## src/rtl/dlx_ctrl_pkg.sv

```systemverilog
// Shared definitions for the DLX pipeline control slice.
//   - DLX primary opcode constants (instruction[31:26])
//   - ALU operation codes (R-type funct encoding, reused for immediates)
//   - ctrl_bundle_t: the control word carried from ID into the ID/EX register
//   - imm_alu_op(): maps an immediate-ALU opcode onto its R-type funct code
package dlx_ctrl_pkg;

  localparam int CTRL_ALUOP_W = 6;
  localparam int CTRL_REG_AW  = 5;

  localparam logic [5:0] OP_RTYPE = 6'h00;
  localparam logic [5:0] OP_MULT  = 6'h01;
  localparam logic [5:0] OP_J     = 6'h02;
  localparam logic [5:0] OP_JAL   = 6'h03;
  localparam logic [5:0] OP_BEQZ  = 6'h04;
  localparam logic [5:0] OP_BNEZ  = 6'h05;
  localparam logic [5:0] OP_ADDI  = 6'h08;
  localparam logic [5:0] OP_ADDUI = 6'h09;
  localparam logic [5:0] OP_SUBI  = 6'h0a;
  localparam logic [5:0] OP_SUBUI = 6'h0b;
  localparam logic [5:0] OP_ANDI  = 6'h0c;
  localparam logic [5:0] OP_ORI   = 6'h0d;
  localparam logic [5:0] OP_XORI  = 6'h0e;
  localparam logic [5:0] OP_LHI   = 6'h0f;
  localparam logic [5:0] OP_JR    = 6'h12;
  localparam logic [5:0] OP_JALR  = 6'h13;
  localparam logic [5:0] OP_SLLI  = 6'h14;
  localparam logic [5:0] OP_SRLI  = 6'h16;
  localparam logic [5:0] OP_SRAI  = 6'h17;
  localparam logic [5:0] OP_SEQI  = 6'h18;
  localparam logic [5:0] OP_SNEI  = 6'h19;
  localparam logic [5:0] OP_SLTI  = 6'h1a;
  localparam logic [5:0] OP_SGTI  = 6'h1b;
  localparam logic [5:0] OP_SLEI  = 6'h1c;
  localparam logic [5:0] OP_SGEI  = 6'h1d;
  localparam logic [5:0] OP_LW    = 6'h23;
  localparam logic [5:0] OP_SW    = 6'h2b;

  localparam logic [CTRL_ALUOP_W-1:0] ALU_NONE = 6'h00;
  localparam logic [CTRL_ALUOP_W-1:0] ALU_LINK = 6'h11;  // PC+8 onto the result bus
  localparam logic [CTRL_ALUOP_W-1:0] ALU_ADD  = 6'h20;
  localparam logic [CTRL_ALUOP_W-1:0] ALU_SUB  = 6'h22;

  localparam logic [CTRL_REG_AW-1:0] LINK_REG = 5'd31;

  typedef struct packed {
    logic [CTRL_ALUOP_W-1:0] alu_op;
    logic                    alu_src;
    logic                    branch;
    logic                    jump;
    logic                    jr;
    logic                    mem_read;
    logic                    mem_write;
    logic                    reg_write;
    logic                    mem_to_reg;  // 1 = ALU result, 0 = memory data
    logic [CTRL_REG_AW-1:0]  rd;          // 0 whenever reg_write is 0
  } ctrl_bundle_t;

  localparam ctrl_bundle_t CTRL_ZERO = '0;

  typedef enum logic {ST_RUN = 1'b0, ST_FLUSH = 1'b1} flush_state_t;

  // Immediate opcodes sit in three octets whose low three bits line up
  // with the low bits of the matching R-type funct code.
  function automatic logic [CTRL_ALUOP_W-1:0] imm_alu_op(input logic [5:0] opcode);
    logic [CTRL_ALUOP_W-1:0] op;
    case (opcode[5:3])
      3'b001:  op = {3'b100, opcode[2:0]};  // 08..0f -> 20..27
      3'b010:  op = {3'b000, opcode[2:0]};  // 14/16/17 -> 04/06/07
      3'b011:  op = {3'b101, opcode[2:0]};  // 18..1d -> 28..2d
      default: op = ALU_NONE;
    endcase
    return op;
  endfunction

endpackage

```

## src/rtl/dlx_ctrl_decode.sv

```systemverilog
// Pure combinational DLX decoder: opcode/funct -> ctrl_bundle_t.
// Ports:
//   id_valid     in   IF/ID holds a real instruction (0 forces the zero bundle)
//   id_opcode    in   instruction[31:26]
//   id_funct     in   instruction[5:0]
//   id_rs2       in   destination for I-type instructions
//   id_rd        in   destination for R-type instructions
//   bundle       out  decoded control word (never X)
//   opcode_known out  opcode is one this decoder understands
// Build option: DLX_CTRL_LINK_EN adds JAL/JALR (link into r31 via the PC+8 path);
// without it those opcodes are reported as unknown.
module dlx_ctrl_decode
  import dlx_ctrl_pkg::*;
(
  input  logic                   id_valid,
  input  logic [5:0]             id_opcode,
  input  logic [5:0]             id_funct,
  input  logic [CTRL_REG_AW-1:0] id_rs2,
  input  logic [CTRL_REG_AW-1:0] id_rd,
  output ctrl_bundle_t           bundle,
  output logic                   opcode_known
);

  ctrl_bundle_t           b;
  logic [CTRL_REG_AW-1:0] dest;

  always_comb begin
    b            = CTRL_ZERO;
    dest         = '0;
    opcode_known = 1'b1;
    case (id_opcode)
      OP_RTYPE, OP_MULT: begin
        b.alu_op     = id_funct;
        b.reg_write  = 1'b1;
        b.mem_to_reg = 1'b1;
        dest         = id_rd;
      end
      OP_ADDI, OP_ADDUI, OP_SUBI, OP_SUBUI, OP_ANDI, OP_ORI, OP_XORI, OP_LHI,
      OP_SLLI, OP_SRLI, OP_SRAI,
      OP_SEQI, OP_SNEI, OP_SLTI, OP_SGTI, OP_SLEI, OP_SGEI: begin
        b.alu_op     = imm_alu_op(id_opcode);
        b.alu_src    = 1'b1;
        b.reg_write  = 1'b1;
        b.mem_to_reg = 1'b1;
        dest         = id_rs2;
      end
      OP_LW: begin
        b.alu_op    = ALU_ADD;
        b.alu_src   = 1'b1;
        b.mem_read  = 1'b1;
        b.reg_write = 1'b1;
        dest        = id_rs2;
      end
      OP_SW: begin
        b.alu_op    = ALU_ADD;
        b.alu_src   = 1'b1;
        b.mem_write = 1'b1;
      end
      OP_J:  b.jump = 1'b1;
      OP_JR: b.jr   = 1'b1;
      OP_BEQZ, OP_BNEZ: begin
        b.alu_op = ALU_SUB;
        b.branch = 1'b1;
      end
`ifdef DLX_CTRL_LINK_EN
      OP_JAL, OP_JALR: begin
        b.jump       = (id_opcode == OP_JAL);
        b.jr         = (id_opcode == OP_JALR);
        b.alu_op     = ALU_LINK;
        b.reg_write  = 1'b1;
        b.mem_to_reg = 1'b1;
        dest         = LINK_REG;
      end
`endif
      default: opcode_known = 1'b0;
    endcase

    // r0 is hardwired: drop the write and clear rd so the hazard compare
    // can never match on a load into r0.
    if (dest == '0) begin
      b.reg_write = 1'b0;
    end
    b.rd = b.reg_write ? dest : '0;

    bundle = id_valid ? b : CTRL_ZERO;
  end

endmodule

```

## src/rtl/dlx_pipe_ctrl.sv

```systemverilog
// Pipelined DLX control unit. Decodes the IF/ID instruction, carries the
// control bundle through ID/EX, EX/MEM and MEM/WB, detects load-use hazards
// (one stall cycle plus a bubble) and sequences multi-cycle flushes after a
// taken branch/jump/JR redirect resolved in EX.
// Ports:
//   clk, rst            clock (rising edge), asynchronous active-high reset
//   id_valid/opcode/funct/rs1/rs2/rd   IF/ID instruction fields
//   ex_redirect         taken redirect resolved in EX (1-cycle pulse)
//   pc_stall/ifid_stall hold PC and IF/ID (load-use)
//   if/id/ex_flush      squash IF/ID, ID/EX, EX/MEM contents
//   ex_*                ID/EX control; mem_read/mem_write EX/MEM control
//   wb_*                MEM/WB control; illegal: ID had an unknown opcode last cycle
// Parameters: ALUOP_W/REG_AW must equal the widths in dlx_ctrl_pkg;
// FLUSH_CYC (1..7) is the number of cycles the flush outputs stay high.
// Build option: DLX_CTRL_LINK_EN enables JAL/JALR decode (see dlx_ctrl_decode).
module dlx_pipe_ctrl
  import dlx_ctrl_pkg::*;
#(
  parameter int ALUOP_W   = 6,
  parameter int REG_AW    = 5,
  parameter int FLUSH_CYC = 1
) (
  input  logic               clk,
  input  logic               rst,
  input  logic               id_valid,
  input  logic [5:0]         id_opcode,
  input  logic [5:0]         id_funct,
  input  logic [REG_AW-1:0]  id_rs1,
  input  logic [REG_AW-1:0]  id_rs2,
  input  logic [REG_AW-1:0]  id_rd,
  input  logic               ex_redirect,
  output logic               pc_stall,
  output logic               ifid_stall,
  output logic               if_flush,
  output logic               id_flush,
  output logic               ex_flush,
  output logic [ALUOP_W-1:0] ex_alu_op,
  output logic               ex_alu_src,
  output logic               ex_branch,
  output logic               ex_jump,
  output logic               ex_jr,
  output logic               mem_read,
  output logic               mem_write,
  output logic               wb_reg_write,
  output logic               wb_mem_to_reg,
  output logic [REG_AW-1:0]  wb_rd,
  output logic               illegal
);

  localparam logic [2:0] FLUSH_RELOAD = 3'(FLUSH_CYC - 1);

  ctrl_bundle_t dec_bundle;
  logic         opcode_known;

  dlx_ctrl_decode u_decode (
    .id_valid    (id_valid),
    .id_opcode   (id_opcode),
    .id_funct    (id_funct),
    .id_rs2      (id_rs2),
    .id_rd       (id_rd),
    .bundle      (dec_bundle),
    .opcode_known(opcode_known)
  );

  flush_state_t           state_q, state_d;
  logic [2:0]             cnt_q, cnt_d;
  ctrl_bundle_t           idex_q, idex_d;
  logic                   exmem_mem_read_q, exmem_mem_read_d;
  logic                   exmem_mem_write_q, exmem_mem_write_d;
  logic                   exmem_reg_write_q, exmem_reg_write_d;
  logic                   exmem_mem_to_reg_q, exmem_mem_to_reg_d;
  logic [CTRL_REG_AW-1:0] exmem_rd_q, exmem_rd_d;
  logic                   wb_reg_write_q, wb_reg_write_d;
  logic                   wb_mem_to_reg_q, wb_mem_to_reg_d;
  logic [CTRL_REG_AW-1:0] wb_rd_q, wb_rd_d;
  logic                   illegal_q, illegal_d;

  logic flush;
  logic load_use;
  logic stall;

  always_comb begin
    // Flush outputs must rise in the redirect cycle itself, so the FSM state
    // only covers the cycles after it. Reset forces every output low.
    flush    = !rst && (ex_redirect || (state_q == ST_FLUSH));
    load_use = idex_q.mem_read && (idex_q.rd != '0) &&
               ((idex_q.rd == id_rs1) || (idex_q.rd == id_rs2));
    // A redirect squashes the dependent instruction anyway: no stall.
    stall    = !rst && load_use && !flush;

    state_d = state_q;
    cnt_d   = cnt_q;
    if (ex_redirect) begin
      cnt_d   = FLUSH_RELOAD;
      state_d = (FLUSH_RELOAD != 3'd0) ? ST_FLUSH : ST_RUN;
    end else if (state_q == ST_FLUSH) begin
      cnt_d = cnt_q - 3'd1;
      if (cnt_q == 3'd1) begin
        state_d = ST_RUN;
      end
    end

    idex_d             = (flush || stall) ? CTRL_ZERO : dec_bundle;
    exmem_mem_read_d   = flush ? 1'b0 : idex_q.mem_read;
    exmem_mem_write_d  = flush ? 1'b0 : idex_q.mem_write;
    exmem_reg_write_d  = flush ? 1'b0 : idex_q.reg_write;
    exmem_mem_to_reg_d = flush ? 1'b0 : idex_q.mem_to_reg;
    exmem_rd_d         = flush ? '0   : idex_q.rd;
    wb_reg_write_d     = exmem_reg_write_q;
    wb_mem_to_reg_d    = exmem_mem_to_reg_q;
    wb_rd_d            = exmem_rd_q;
    illegal_d          = id_valid && !opcode_known;
  end

  always_ff @(posedge clk or posedge rst) begin
    if (rst) begin
      state_q            <= ST_RUN;
      cnt_q              <= 3'd0;
      idex_q             <= CTRL_ZERO;
      exmem_mem_read_q   <= 1'b0;
      exmem_mem_write_q  <= 1'b0;
      exmem_reg_write_q  <= 1'b0;
      exmem_mem_to_reg_q <= 1'b0;
      exmem_rd_q         <= '0;
      wb_reg_write_q     <= 1'b0;
      wb_mem_to_reg_q    <= 1'b0;
      wb_rd_q            <= '0;
      illegal_q          <= 1'b0;
    end else begin
      state_q            <= state_d;
      cnt_q              <= cnt_d;
      idex_q             <= idex_d;
      exmem_mem_read_q   <= exmem_mem_read_d;
      exmem_mem_write_q  <= exmem_mem_write_d;
      exmem_reg_write_q  <= exmem_reg_write_d;
      exmem_mem_to_reg_q <= exmem_mem_to_reg_d;
      exmem_rd_q         <= exmem_rd_d;
      wb_reg_write_q     <= wb_reg_write_d;
      wb_mem_to_reg_q    <= wb_mem_to_reg_d;
      wb_rd_q            <= wb_rd_d;
      illegal_q          <= illegal_d;
    end
  end

  assign pc_stall      = stall;
  assign ifid_stall    = stall;
  assign if_flush      = flush;
  assign id_flush      = flush;
  assign ex_flush      = flush;
  assign ex_alu_op     = idex_q.alu_op;
  assign ex_alu_src    = idex_q.alu_src;
  assign ex_branch     = idex_q.branch;
  assign ex_jump       = idex_q.jump;
  assign ex_jr         = idex_q.jr;
  assign mem_read      = exmem_mem_read_q;
  assign mem_write     = exmem_mem_write_q;
  assign wb_reg_write  = wb_reg_write_q;
  assign wb_mem_to_reg = wb_mem_to_reg_q;
  assign wb_rd         = wb_rd_q;
  assign illegal       = illegal_q;

endmodule

```

## config.mk

```make
export PLATFORM = sky130hd
export DESIGN_NAME = dlx_pipe_ctrl
export DESIGN_NICKNAME = d
export VERILOG_FILES = /design/src/rtl/dlx_ctrl_pkg.sv /design/src/rtl/dlx_ctrl_decode.sv /design/src/rtl/dlx_pipe_ctrl.sv
export SDC_FILE = /design/constraint.sdc
export NUM_CORES = 1
export LEC_CHECK = 0
export ABC_AREA = 1
export BUFFER_PORTS_ARGS = -buffer_cell sky130_fd_sc_hd__buf_2
export CORE_MARGIN = 2
export CORE_UTILIZATION = 40
export DETAILED_ROUTE_END_ITERATION = 10
export HOLD_SLACK_MARGIN = 0.05
export PLACE_DENSITY = 0.67
export SETUP_SLACK_MARGIN = 0.05
export SLEW_MARGIN = 10
export SYNTH_ARGS = -nofsm -noshare
export SYNTH_HDL_FRONTEND = slang
export SYNTH_SLANG_ARGS = --single-unit
```

## constraint.sdc

```tcl
create_clock -name clk -period 4.3 [get_ports clk]
set_input_delay 0.215 -clock clk [delete_from_list [all_inputs] [get_ports clk]]
set_output_delay 0.215 -clock clk [all_outputs]
set_load 0.005 [all_outputs]
```

==> flow_summary.toml <==
[outcome]
outcome = "complete, no violations"

[grt]
grt_max_degree = 22
grt_use_total = 0.154
antenna_found_initial = 0
first_global_vias = 1426
top_usage_layer = "met2"
use_met2 = 0.248
grt_pass1_wl_um = 6130
use_met3 = 0.0431
met1_usage = 0.200
gr-total-overflow = 0

[clock_network]
numCtsBuffers = 5
clock_path_buffers = 2
ctsResizeCount = 0
numClockSinks = 40
cts_setup_buffers = 0
cts-root-buf = "clkbuf_8"
cts_hold_buffers = 0
htreeDepth = 2
cts_tree = "yes"
clk_latency_ns = 0.29
clkTransAtPathRegs_ns = 0.08

[synthesis]
synth-simple-area-share = 0.252
avgSynthCellArea_um2 = 8.62
ys_ff_latch = 40
muxShareOfSynthArea = 0
synth.distinct_cells = 26
syn_nets = 247
netlist_instances = 214
async_flop_share = 1.00
synth_top_area_share = 0.543
synth_fa_ha_area_frac = 0.0136
yosys-top-cells-area = "dfrtp_1, nor2_1, nand2_1, inv_1, nand3_1"
yosysTopAreaCell = "dfrtp_1"
syn_area_um2 = 1840
synth_xor_area_frac = 0.0380
synth_common_cells = "dfrtp_1, nor2_1, nand2_1"
synth_edf_count = 0
synth_most_common_cell = "dfrtp_1"
ys_warn_count = 0
ys_seq_area_frac = 0.543
synth_compound_area_frac = 0.0482
synth_ff_type = "dfrtp_1"
synth_top_family_by_area = "simple AND/OR/NAND/NOR gates"

[cells_and_area]
design_area_um2 = 2240
largest_reg_flops = 9
insertedDiodeCount = 0
synthToLayoutAreaGrowth_pct = 21.2
nFillCells = 418
final_nets = 300
final_cells = 320
post-route-util = 0.510
regMostFlops = "idex_q"
drive_gt1_frac = 0.272

[route]
ant_nets = 0
wl_um = 3660
drt_first_iter_violations = 79
first_pass_iters = 4
num_vias = 1486
drc_errors = 0
via_per_inst = 4.64
wl_per_cell_um = 11.4

[placement]
dp_hpwl_um = 2790
placement.io_buffers = 55
dpl_cell_area_um2 = 2120
gp_congestion = 0.884
post-place-cells = 312
post-place-ws_ns = 2.62

[timing]
fin_hold_ws_ns = 0.0702
worst_pin_slew_ns = 0.818
drv_slew = 0
clock.fmax_mhz = 506
final.setup.tns_ns = 0
min_period_over_period = 0.460
rsz0062_at_grt = "false"
fin_skew_ns = 0.00751
relSlewSlack = 0.453
final.min_clock_period_ns = 1.98
final.setup.worst_slack_ns = 2.32
setup-violations-final = 0
hold_viol = 0

[die]
die_area_um2 = 5170
fp.dieW_um = 71.9
num_io_pins = 56
initial_core_util = 0.421
fp.dieH_um = 71.9
rows = 24
coreArea_um2 = 4380

[run]
maxCapViolations = 0

[pwr]
clockPowerShare = 0.398
p_total_uw = 778
leakage_nw = 1.27
power_frac_seq = 0.499
p_sw_uw = 188
max-vdd-ir-drop_uv = 180
comb_power_share = 0.103
netSwitchingFraction = 0.242
power_density_nw_per_um2 = 348
p_int_uw = 590

[worst_setup_path]
required_ns = 4.09
cp_max_fo = 5
crit_type = "reg -> out"
arrival_ns = 1.76
startpoint_type = "flop"
cp-end-kind = "output pin"

[hold_path]
hp-class = "in -> async"
critical path: stages (launching register included):
cell	delay (ns)
dfrtp_1	0.42
or2_2	0.30
a21oi_1	0.13
nand3_1	0.07
nand2_1	0.07
nand3_1	0.18
nor2_1	0.17
buf_2	0.13
final cells by class:
type	count	area, um^2	share of cell area
clock buffers	5	68.8	0.0308
clock inverters	3	46.3	0.0207
inverters	33	124	0.0554
multi-input cells	131	648	0.290
flip-flops and latches	40	1000	0.448
well taps	52	65.1	0.0291
repair buffers	56	283	0.126
cell usage in the layout (no fill, tap or decap), types with 4 or more instances in the layout:
master    count
xor2_1        6
clkbuf_8      5
nand2_1      34
dfrtp_1      40
nand3_1      15
inv_1        31
nor2_1       39
buf_2        55
nor3_1        8
a21oi_1       7
o21ai_0       4
worst paths after layout:
| check | from | slack, ns | endpoint | cells past startpoint |
|---|---|---|---|---|
| worst min register to register | exmem_rd_q[2] | 0.35 | wb_rd[2] | 0 |
| max in group asynchronous | rst | 3.49 | state_q | 3 |
| worst min-delay path | rst | 0.07 | exmem_rd_q[4] | 2 |
| worst max-delay path | idex_q[1] | 2.32 | ifid_stall | 7 |
| min in group clk | id_funct[4] | 0.15 | ex_alu_op[4] | 3 |
| worst max register to register | idex_q[1] | 2.64 | idex_q[8] | 7 |
per-layer routing:
metal	part of all wire	wire, um
met5	0	0
met2	0.49	1800
met1	0.45	1650
met3	0.049	179
met4	0.0079	29
power by group through the flow:
| stage | Clock, mW | Sequential, mW | Combinational (mW) |
|---|---|---|---|
| 3_5_place_dp | 0 | 0.396 | 0.0806 |
| 3_3_place_gp | 0 | 0.396 | 0.0809 |
| 2_1_floorplan | 0 | 0.396 | 0.0480 |
| 4_1_cts | 0.317 | 0.388 | 0.0813 |
| 6_report | 0.309 | 0.388 | 0.0805 |
| 5_1_grt | 0.334 | 0.389 | 0.0922 |
cells by family (layout without fill, tap and decap cells):
kind of cell / count (synthesis) / after routing
AO/OA/AOI/OAI: 16 / 16
XOR/XNOR: 8 / 8
adder cells (fa/ha/maj): 2 / 2
buffers and inverters: 43 / 97
flip-flops: 40 / 40
AND/OR/NAND/NOR: 105 / 105
Power figures use the tool's default switching activity.
